===== src/rtl/sys_defs.vh =====
// System-wide defines shared by the pipeline blocks.
// ZERO_REG is the hard-wired zero register; results aimed at it are discarded.
`ifndef SYS_DEFS_VH
`define SYS_DEFS_VH

`define ZERO_REG 5'd0

`endif


===== src/rtl/wb_pkg.sv =====
// Shared types and defaults for the writeback arbiter and its FIFO.
package wb_pkg;

    localparam int FIFO_DEPTH_DEF = 4;
    localparam int IDX_W_DEF      = 5;
    localparam int DATA_W_DEF     = 32;

    typedef struct packed {
        logic                  valid;
        logic                  killed;
        logic [IDX_W_DEF-1:0]  idx;
        logic [DATA_W_DEF-1:0] data;
    } wb_entry_t;

    // An occupied, still-live entry destined for register q.
    function automatic logic entry_live_match(input wb_entry_t e, input logic [IDX_W_DEF-1:0] q);
        return e.valid && !e.killed && (e.idx == q);
    endfunction

endpackage


===== src/rtl/wb_fifo.sv =====
// In-order FIFO for buffered long-latency results, with kill-by-index.
// With WB_FWD_EN defined, all entries are exposed in age order (head first).
module wb_fifo
    import wb_pkg::*;
#(
    parameter  int DEPTH = FIFO_DEPTH_DEF,
    localparam int CNT_W = $clog2(DEPTH + 1),
    localparam int PTR_W = $clog2(DEPTH)
) (
    input  logic                 clk,
    input  logic                 rst_n,
    input  logic                 push,
    input  wb_entry_t            push_entry,
    input  logic                 pop,
    input  logic                 kill_en,
    input  logic [IDX_W_DEF-1:0] kill_idx,
    output wb_entry_t            head,
    output logic [CNT_W-1:0]     cnt
`ifdef WB_FWD_EN
    ,
    output wb_entry_t            entries [DEPTH]
`endif
);

    wb_entry_t        mem_q [DEPTH];
    wb_entry_t        mem_d [DEPTH];
    logic [PTR_W-1:0] rd_ptr_q, rd_ptr_d;
    logic [PTR_W-1:0] wr_ptr_q, wr_ptr_d;
    logic [CNT_W-1:0] cnt_q, cnt_d;

    // Kill is applied before the push so a same-cycle push keeps its own killed flag.
    always_comb begin
        mem_d = mem_q;
        if (kill_en) begin
            for (int i = 0; i < DEPTH; i++) begin
                if (entry_live_match(mem_q[i], kill_idx)) begin
                    mem_d[i].killed = 1'b1;
                end
            end
        end
        if (pop) begin
            mem_d[rd_ptr_q] = '0;
        end
        if (push) begin
            mem_d[wr_ptr_q] = push_entry;
        end
        rd_ptr_d = pop  ? rd_ptr_q + 1'b1 : rd_ptr_q;
        wr_ptr_d = push ? wr_ptr_q + 1'b1 : wr_ptr_q;
        cnt_d    = cnt_q + CNT_W'(push) - CNT_W'(pop);
    end

    always_ff @(posedge clk or negedge rst_n) begin
        if (!rst_n) begin
            for (int i = 0; i < DEPTH; i++) begin
                mem_q[i] <= '0;
            end
            rd_ptr_q <= '0;
            wr_ptr_q <= '0;
            cnt_q    <= '0;
        end else begin
            mem_q    <= mem_d;
            rd_ptr_q <= rd_ptr_d;
            wr_ptr_q <= wr_ptr_d;
            cnt_q    <= cnt_d;
        end
    end

    assign head = mem_q[rd_ptr_q];
    assign cnt  = cnt_q;

`ifdef WB_FWD_EN
    always_comb begin
        for (int k = 0; k < DEPTH; k++) begin
            entries[k] = mem_q[rd_ptr_q + PTR_W'(k)];
        end
    end
`endif

`ifndef SYNTHESIS
    a_no_push_full: assert property (@(posedge clk) disable iff (!rst_n)
        !(push && !pop && (cnt_q == CNT_W'(DEPTH))));
    a_no_pop_empty: assert property (@(posedge clk) disable iff (!rst_n)
        !(pop && (cnt_q == '0)));
`endif

endmodule


===== src/rtl/wb_arbiter.sv =====
// Writeback arbiter: merges the ALU and long-latency result paths onto the single
// register-file write port. Optional macro WB_FWD_EN adds two pending-write forwarding lookups.
`include "sys_defs.vh"

module wb_arbiter
    import wb_pkg::*;
#(
    parameter  int FIFO_DEPTH = FIFO_DEPTH_DEF,
    parameter  int DATA_W     = DATA_W_DEF,
    parameter  int IDX_W      = IDX_W_DEF,
    localparam int CNT_W      = $clog2(FIFO_DEPTH + 1)
) (
    input  logic              clk,
    input  logic              rst_n,
    input  logic              alu_valid,
    input  logic [IDX_W-1:0]  alu_idx,
    input  logic [DATA_W-1:0] alu_data,
    input  logic              lsu_valid,
    output logic              lsu_ready,
    input  logic [IDX_W-1:0]  lsu_idx,
    input  logic [DATA_W-1:0] lsu_data,
    output logic              wr_en,
    output logic [IDX_W-1:0]  wr_idx,
    output logic [DATA_W-1:0] wr_data,
    output logic [CNT_W-1:0]  fifo_cnt
`ifdef WB_FWD_EN
    ,
    input  logic [IDX_W-1:0]  fwd_a_idx,
    input  logic [IDX_W-1:0]  fwd_b_idx,
    output logic              fwd_a_hit,
    output logic              fwd_b_hit,
    output logic [DATA_W-1:0] fwd_a_data,
    output logic [DATA_W-1:0] fwd_b_data
`endif
);

    logic              alu_fire, lsu_fire, lsu_keep, bypass;
    logic              fifo_push, fifo_pop;
    wb_entry_t         push_entry, head;
    logic [CNT_W-1:0]  cnt;
    logic              wr_en_q, wr_en_d;
    logic [IDX_W-1:0]  wr_idx_q, wr_idx_d;
    logic [DATA_W-1:0] wr_data_q, wr_data_d;

    // Ready looks only at the registered count, never at a same-cycle pop.
    assign lsu_ready = rst_n && (cnt < CNT_W'(FIFO_DEPTH));
    assign lsu_fire  = lsu_valid && lsu_ready;
    assign alu_fire  = alu_valid && (alu_idx != IDX_W'(`ZERO_REG));
    assign lsu_keep  = lsu_fire && (lsu_idx != IDX_W'(`ZERO_REG));

    always_comb begin
        wr_en_d   = 1'b0;
        wr_idx_d  = wr_idx_q;
        wr_data_d = wr_data_q;
        fifo_pop  = 1'b0;
        bypass    = 1'b0;
        if (alu_fire) begin
            wr_en_d   = 1'b1;
            wr_idx_d  = alu_idx;
            wr_data_d = alu_data;
        end else if (cnt != '0) begin
            fifo_pop = 1'b1;
            if (head.valid && !head.killed) begin
                wr_en_d   = 1'b1;
                wr_idx_d  = head.idx;
                wr_data_d = head.data;
            end
        end else if (lsu_keep) begin
            bypass    = 1'b1;
            wr_en_d   = 1'b1;
            wr_idx_d  = lsu_idx;
            wr_data_d = lsu_data;
        end
    end

    // A same-cycle ALU write to the same register is younger, so the push arrives pre-killed.
    always_comb begin
        fifo_push         = lsu_keep && !bypass;
        push_entry.valid  = 1'b1;
        push_entry.killed = alu_fire && (alu_idx == lsu_idx);
        push_entry.idx    = lsu_idx;
        push_entry.data   = lsu_data;
    end

`ifdef WB_FWD_EN
    wb_entry_t fwd_entries [FIFO_DEPTH];
`endif

    wb_fifo #(
        .DEPTH(FIFO_DEPTH)
    ) u_fifo (
        .clk       (clk),
        .rst_n     (rst_n),
        .push      (fifo_push),
        .push_entry(push_entry),
        .pop       (fifo_pop),
        .kill_en   (alu_fire),
        .kill_idx  (alu_idx),
        .head      (head),
        .cnt       (cnt)
`ifdef WB_FWD_EN
        ,
        .entries   (fwd_entries)
`endif
    );

    always_ff @(posedge clk or negedge rst_n) begin
        if (!rst_n) begin
            wr_en_q   <= 1'b0;
            wr_idx_q  <= '0;
            wr_data_q <= '0;
        end else begin
            wr_en_q   <= wr_en_d;
            wr_idx_q  <= wr_idx_d;
            wr_data_q <= wr_data_d;
        end
    end

    assign wr_en    = wr_en_q;
    assign wr_idx   = wr_idx_q;
    assign wr_data  = wr_data_q;
    assign fifo_cnt = cnt;

`ifdef WB_FWD_EN
    // Scan oldest to youngest so the last match (youngest pending write) wins.
    function automatic logic [DATA_W:0] fwd_lookup(input logic [IDX_W-1:0] q);
        logic [DATA_W:0] res;
        res = '0;
        if (q != IDX_W'(`ZERO_REG)) begin
            if (wr_en_q && (wr_idx_q == q)) begin
                res = {1'b1, wr_data_q};
            end
            for (int k = 0; k < FIFO_DEPTH; k++) begin
                if (entry_live_match(fwd_entries[k], q)) begin
                    res = {1'b1, fwd_entries[k].data};
                end
            end
        end
        return res;
    endfunction

    always_comb begin
        {fwd_a_hit, fwd_a_data} = fwd_lookup(fwd_a_idx);
        {fwd_b_hit, fwd_b_data} = fwd_lookup(fwd_b_idx);
    end
`endif

`ifndef SYNTHESIS
    a_wr_idx_known: assert property (@(posedge clk) disable iff (!rst_n)
        wr_en_q |-> !$isunknown(wr_idx_q));
`endif

endmodule


===== config.mk =====
export PLATFORM = sky130hd
export DESIGN_NAME = wb_arbiter
export DESIGN_NICKNAME = d
export VERILOG_FILES = /design/src/rtl/wb_pkg.sv /design/src/rtl/wb_fifo.sv /design/src/rtl/wb_arbiter.sv
export VERILOG_INCLUDE_DIRS = /design/src /design/src/rtl
export SDC_FILE = /design/constraint.sdc
export NUM_CORES = 1
export LEC_CHECK = 0
export CAP_MARGIN = 20
export CORE_ASPECT_RATIO = 0.6
export CORE_MARGIN = 2
export CORE_UTILIZATION = 55
export CTS_CLUSTER_DIAMETER = 40
export DETAILED_ROUTE_END_ITERATION = 12
export PLACE_DENSITY = 0.84
export SYNTH_ARGS = -nofsm -noshare
export SYNTH_HDL_FRONTEND = slang
export SYNTH_SLANG_ARGS = --single-unit

===== constraint.sdc =====
create_clock -name clk -period 2.8 [get_ports clk]
set_clock_uncertainty 0.2 [all_clocks]
set_input_delay 0.42 -clock clk [delete_from_list [all_inputs] [get_ports clk]]
set_output_delay 0.42 -clock clk [all_outputs]
set_load 0.02 [all_outputs]

==> results of run 1 <==
## how the worst max path moves through the flow
stage                           from                to  slack (ns)  cells past startpoint
after floorplan           alu_idx[2]     u_fifo.cnt[2]       0.005                      9
after global placement    alu_idx[2]     u_fifo.cnt[2]       -0.27                      9
after detailed placement  alu_idx[2]     u_fifo.cnt[2]       -0.29                      9
after CTS                      rst_n         lsu_ready        0.06                      5
after global routing           rst_n  u_fifo.mem_q[51]        0.02                      8
final                          rst_n   u_fifo.mem_q[0]        0.11                      8
## cells by family (layout without fill, tap and decap cells)
kind of cell / count (synthesis) / in the layout / synth area share (%)
adder cells (fa/ha/maj): 10 / 10 / 1.404
AO/OA/AOI/OAI: 250 / 250 / 20.13
XOR/XNOR: 29 / 29 / 2.689
other: 0 / 1 / 0
AND/OR/NAND/NOR: 182 / 182 / 8.318
multiplexers: 38 / 38 / 8.940
buffers and inverters: 84 / 208 / 5.272
flip-flops: 201 / 201 / 53.24
## per-layer routing
layer / vias up / wire, µm / GRT usage (%)
met5: - / 0 / 0
met4: 0 / 414 / 6.538
met3: 36 / 2690 / 7.828
met2: 434 / 11140 / 42.26
met1: 3713 / 11230 / 42.82
li1: 3169 / - / -
## worst register-to-register path, delay by kind of cell (launching register included)
| kind | cells | cell delay (ns) |
|---|---|---|
| compound gates | 2 | 0.51 |
| buf+inv | 1 | 0.17 |
| flops | 1 | 0.46 |
| simple gates | 3 | 1.22 |
## metrics by stage
step / std cells / area [µm²] / setup WS, ns
2_1_floorplan: 794 / 9457 / 0.004590
3_3_place_gp: 1121 / 11020 / -0.2693
3_5_place_dp: 1121 / 11020 / -0.2893
4_1_cts: 1152 / 11630 / 0.05585
5_1_grt: 1152 / 11630 / 0.01592
6_report: 1153 / 11640 / 0.1116
## where the power goes
| part | internal [W] | switching [W] |
|---|---|---|
| combinational | 0.00272 | 0.00271 |
| clock | 0.00153 | 0.00107 |
| sequential | 0.00413 | 0.000883 |
| total | 0.00837 | 0.00467 |
## placed cells by master, fill, tap and decap left out, types with 5 or more instances in the layout
| cell type | instances |
|---|---|
| dfrtp_1 | 199 |
| a22o_1 | 148 |
| clkdlybuf4s50_1 | 117 |
| nand2_1 | 84 |
| nor2_1 | 39 |
| a21oi_1 | 39 |
| buf_4 | 39 |
| nand3_1 | 38 |
| o21ai_0 | 38 |
| mux4_2 | 37 |
| xor2_1 | 19 |
| clkbuf_16 | 19 |
| buf_12 | 11 |
| xnor2_1 | 10 |
| ha_1 | 9 |
| inv_1 | 8 |
| a21o_1 | 7 |
| nor2_4 | 5 |
| clkbuf_1 | 5 |
## state kept, by name (all words and copies together), names as in the netlist
signal and count:
u_fifo.rd_ptr_q 2, wr_data 32, wr_idx 5, u_fifo.cnt 3, u_fifo.mem_q 156, u_fifo.wr_ptr_q 2
wr_en 1
## cell type report
class	count	area, µm²	area share, %
well taps	234	292.8	2.516
clock inverters	6	111.4	0.9569
flip-flops and latches	201	5032	43.24
multi-input cells	509	3954	33.97
clock buffers	24	494.2	4.247
repair buffers	170	1720	14.78
diodes	1	2.502	0.02150
inverters	8	30.03	0.2580
## repair_timing
| action | 4_1_cts | 5_1_grt |
|---|---|---|
| setup endpoints to repair | 0 | 1 |
| hold endpoints to repair | 4 | 0 |
| hold buffers | 1 | 0 |
| gates resized for setup | 0 | 1 |
==> flow_metrics.tcl, run 1 <==
set metrics [dict create \
    ys_ff_latch 201 \
    whs_ns 0.2953 \
    slowest_stage "nor2_4" \
    worst_pin_slew_ns 1.110 \
    yosysWarnings 0 \
    cp-end-kind "flop" \
    critical-path-top-delay-family "simple AND/OR/NAND/NOR gates" \
    grt_pass1_wl_mm 41.44 \
    synth_top_area_share_pct 53.25 \
    p_total_w 0.01304 \
    post-route-util_pct 68.50 \
    drtIter0Drc 704 \
    worstSetupPathType "in -> reg" \
    cts_tree "built" \
    reg2regPathDepth 6 \
    drc 0 \
    max_slew_margin_pct 25.80 \
    grt_pass1_vias 7646 \
    layout-drive-gt1-share_pct 13.83 \
    netlist_area_um2 9447 \
    ant_nets 0 \
    ios 120 \
    worst_ep_arrival_time_ns 2.89 \
    cp_num_buf_inv 3 \
    num_vias 7352 \
    cts.root.buffer_cell "clkbuf_16" \
    worstPathMaxFanout 38 \
    synthArstFlopShare_pct 100.0 \
    yosysMostFrequentCell "dfrtp_1" \
    cts_sinks 201 \
    power.density_nw_per_um2 1121 \
    die_h_um 105.5 \
    clk_latency_ns 0.48 \
    slowest_delay_ns 0.87 \
    r2r_slack_ns 0.18 \
    vdd.ir_drop.worst_mv 0.6662 \
    seq_area_frac_synth_pct 53.25 \
    die_w_um 173.2 \
    numCtsBuffers 19 \
    initial_core_util_pct 55.60 \
    dieArea_um2 18270 \
    fin_crit_ns 2.688 \
    synth-edff-count 0 \
    path_clk_slew_ns 0.06 \
    path_cells "dlygate4sd3_1 -> clkbuf_8 -> nand3b_1 -> a21oi_1 -> buf_4 -> nand2_1 -> nor2_4 -> a22o_1" \
    numPortBuffers 119 \
    routedWlPerCell_um 22.10 \
    timing.final.max_slew_violations 0 \
    fin_crit_sh_pct 96.01 \
    hold_viol_final 0 \
    synth.top_cells.by_area "dfrtp_1 (53%), a22o_1 (14%), mux4_2 (8.8%)" \
    dp_hpwl_mm 15.77 \
    nNetsFinal 997 \
    fin_tns_setup_ns 0 \
    syn_to_final_growth_pct 23.19 \
    first_pass_iters 5 \
    status "finished clean" \
    postCtsSetupBuffers 0 \
    crit_path_start_kind "input port" \
    grt_remaining_overflow 0 \
    worstPathRequired_ns 3.00 \
    core_um2 16990 \
    rows 37 \
    leakagePower_nw 5.205 \
    viasPerCell 6.376 \
    cap_violations 0 \
    htreeDepth 1 \
    antenna_found_initial 1 \
    synth_ff_type "dfrtp_1" \
    grt_max_degree 120 \
    synth.avg_cell_area_um2 11.90 \
    routabilityCongestion 0.8606 \
    syn_nets 882 \
    synth_area_leader_cell "dfrtp_1" \
    synth_cells 794 \
    track_usage_pct 28.69 \
    finalSetupViolations 0 \
    rsz0062_at_grt "false" \
    min_path_type "in -> async" \
    rr_startpoint "u_fifo.cnt[2]" \
    wirelength_mm 25.48 \
    ys_types 42 \
    clk_path_buf_depth 3 \
    reg2reg_to "u_fifo.mem_q[0]" \
    max_freq_ghz 0.3720 \
    nFillCells 1185 \
    synth_commonest_cells "dfrtp_1 (201), a22o_1 (148), nand2_1 (84)" \
]
No activity file was read; power rests on OpenSTA's default activity.
==> inputs of run 2 (changes only) <==
==> constraint.sdc (replaced) <==
create_clock -name clk -period 3.1 [get_ports clk]
set_clock_uncertainty 0.2 [all_clocks]
set_input_delay 0.465 -clock clk [delete_from_list [all_inputs] [get_ports clk]]
set_output_delay 0.465 -clock clk [all_outputs]
set_load 0.02 [all_outputs]
==> run 2 against run 1 <==
The flow now finishes with violations (hold timing). Critical endpoint is now u_fifo.mem_q[103]. Routed wire length rose by 3.0%. Global-route usage rose by 0.65 points. Clock power fell by 2%. Power fell by 8.5%.
==> flow_metrics.tcl, run 2 (synthesized netlist as in run 1, its figures left out) <==
set metrics [dict create \
    status "finished with violations" \
    violations "hold timing" \
    layout-drive-gt1-share_pct 13.79 \
    numCtsBuffers 21 \
    routedWlPerCell_um 22.86 \
    max_slew_margin_pct 23.08 \
    reg2regPathDepth 6 \
    p_total_w 0.01193 \
    n_antenna_cell 0 \
    min_path_type "in -> async" \
    cts.root.buffer_cell "clkbuf_16" \
    max_freq_ghz 0.3675 \
    leakagePower_nw 5.175 \
    fin_crit_ns 2.721 \
    ios 120 \
    power.density_nw_per_um2 1028 \
    num_vias 7295 \
    vdd.ir_drop.worst_mv 0.6268 \
    largest_reg_flops 156 \
    final_common_cell "dfrtp_1" \
    syn_to_final_growth_pct 22.86 \
    place_worst_setup_slack_ns -0.006438 \
    clk_latency_ns 0.49 \
    initial_core_util_pct 55.60 \
    routabilityCongestion 0.8616 \
    wirelength_mm 26.24 \
    cts_tree "built" \
    worstPathMaxFanout 38 \
    worst_slack_ns 0.3792 \
    cts_sinks 201 \
    cp-end-kind "flop" \
    clk_path_buf_depth 3 \
    worstSetupPathType "reg -> reg" \
    grt_remaining_overflow 0 \
    whs_ns -0.04642 \
    dp_hpwl_mm 15.95 \
    drc 0 \
    worst_ep_arrival_time_ns 2.94 \
    finalSetupViolations 0 \
    numPortBuffers 119 \
    rsz0062_at_grt "false" \
    track_usage_pct 29.34 \
    core_um2 16990 \
    grt_pass1_wl_mm 42.19 \
    crit_path_start_kind "flop" \
    timing.final.max_slew_violations 0 \
    die_w_um 173.2 \
    ctsHoldBuffers 0 \
    viasPerCell 6.355 \
    fin_tns_setup_ns 0 \
    most-common-layout-cells "dfrtp_1 (199), a22o_1 (148), clkdlybuf4s50_1 (118), nand2_1 (84)" \
    cts_resized 0 \
    htreeDepth 1 \
    hold_viol_final 38 \
    first_pass_iters 5 \
    drtIter0Drc 784 \
    ant_nets 0 \
    worst_pin_slew_ns 1.151 \
    die_h_um 105.5 \
    grt_max_degree 146 \
    dieArea_um2 18270 \
    max_flop_register "u_fifo.mem_q" \
    postCtsSetupBuffers 0 \
    rows 37 \
    nNetsFinal 988 \
    path_clk_slew_ns 0.07 \
    worstPathRequired_ns 3.32 \
    cap_violations 0 \
    fin_crit_sh_pct 87.77 \
    antenna_found_initial 0 \
    grt_pass1_vias 7437 \
]
[run 2: critical path, cell delays in order (launching register included)]
cell and delay [ns]:
dfrtp_1 0.45, nand3b_1 0.25, a21oi_1 0.19, buf_4 0.16, nand2_1 0.17, nor2_4 0.91
a22o_1 0.30
[run 2: final cells by class]
cell class / count / area, µm²
Fill cell: 1192 / 5384
Timing Repair Buffer: 159 / 1610
Sequential cell: 201 / 5032
Multi-Input combinational cell: 509 / 3954
Clock buffer: 26 / 564.3
Clock inverter: 11 / 122.6
Inverter: 8 / 30.03
Tap cell: 234 / 292.8
[run 2: power breakdown]
group | internal, W | switching (W) | total, W
combinational | 0.00239 | 0.00244 | 0.00483
sequential | 0.00373 | 0.000834 | 0.00456
clock | 0.00147 | 0.00106 | 0.00254
total | 0.00759 | 0.00434 | 0.0119
[run 2: path summary, 6_finish.rpt]
kind	from	end	slack, ns
worst min register to register	u_fifo.mem_q[41]	u_fifo.mem_q[41]	0.30
max in group asynchronous	rst_n	u_fifo.mem_q[28]	1.44
min in group clk	u_fifo.mem_q[41]	u_fifo.mem_q[41]	0.30
worst max register to register	u_fifo.cnt[2]	u_fifo.mem_q[103]	0.38
worst min-delay path	rst_n	u_fifo.mem_q[34]	-0.05
worst max-delay path	u_fifo.cnt[2]	u_fifo.mem_q[103]	0.38
[run 2: through the flow]
stage               instance area [µm²]  util, %  cells
global placement                  10860    63.94   1109
detailed placement                10860    63.94   1109
floorplan                          9447        -    794
global route                      11610    68.31   1148
finish                            11610    68.31   1148
CTS                               11550    67.99   1146
[run 2: routing by layer]
layer,global-route usage (%),part of all wire (%)
met5,0,0
met4,5.690,1.7
met3,9.560,11
met2,42.34,44
met1,43.91,43
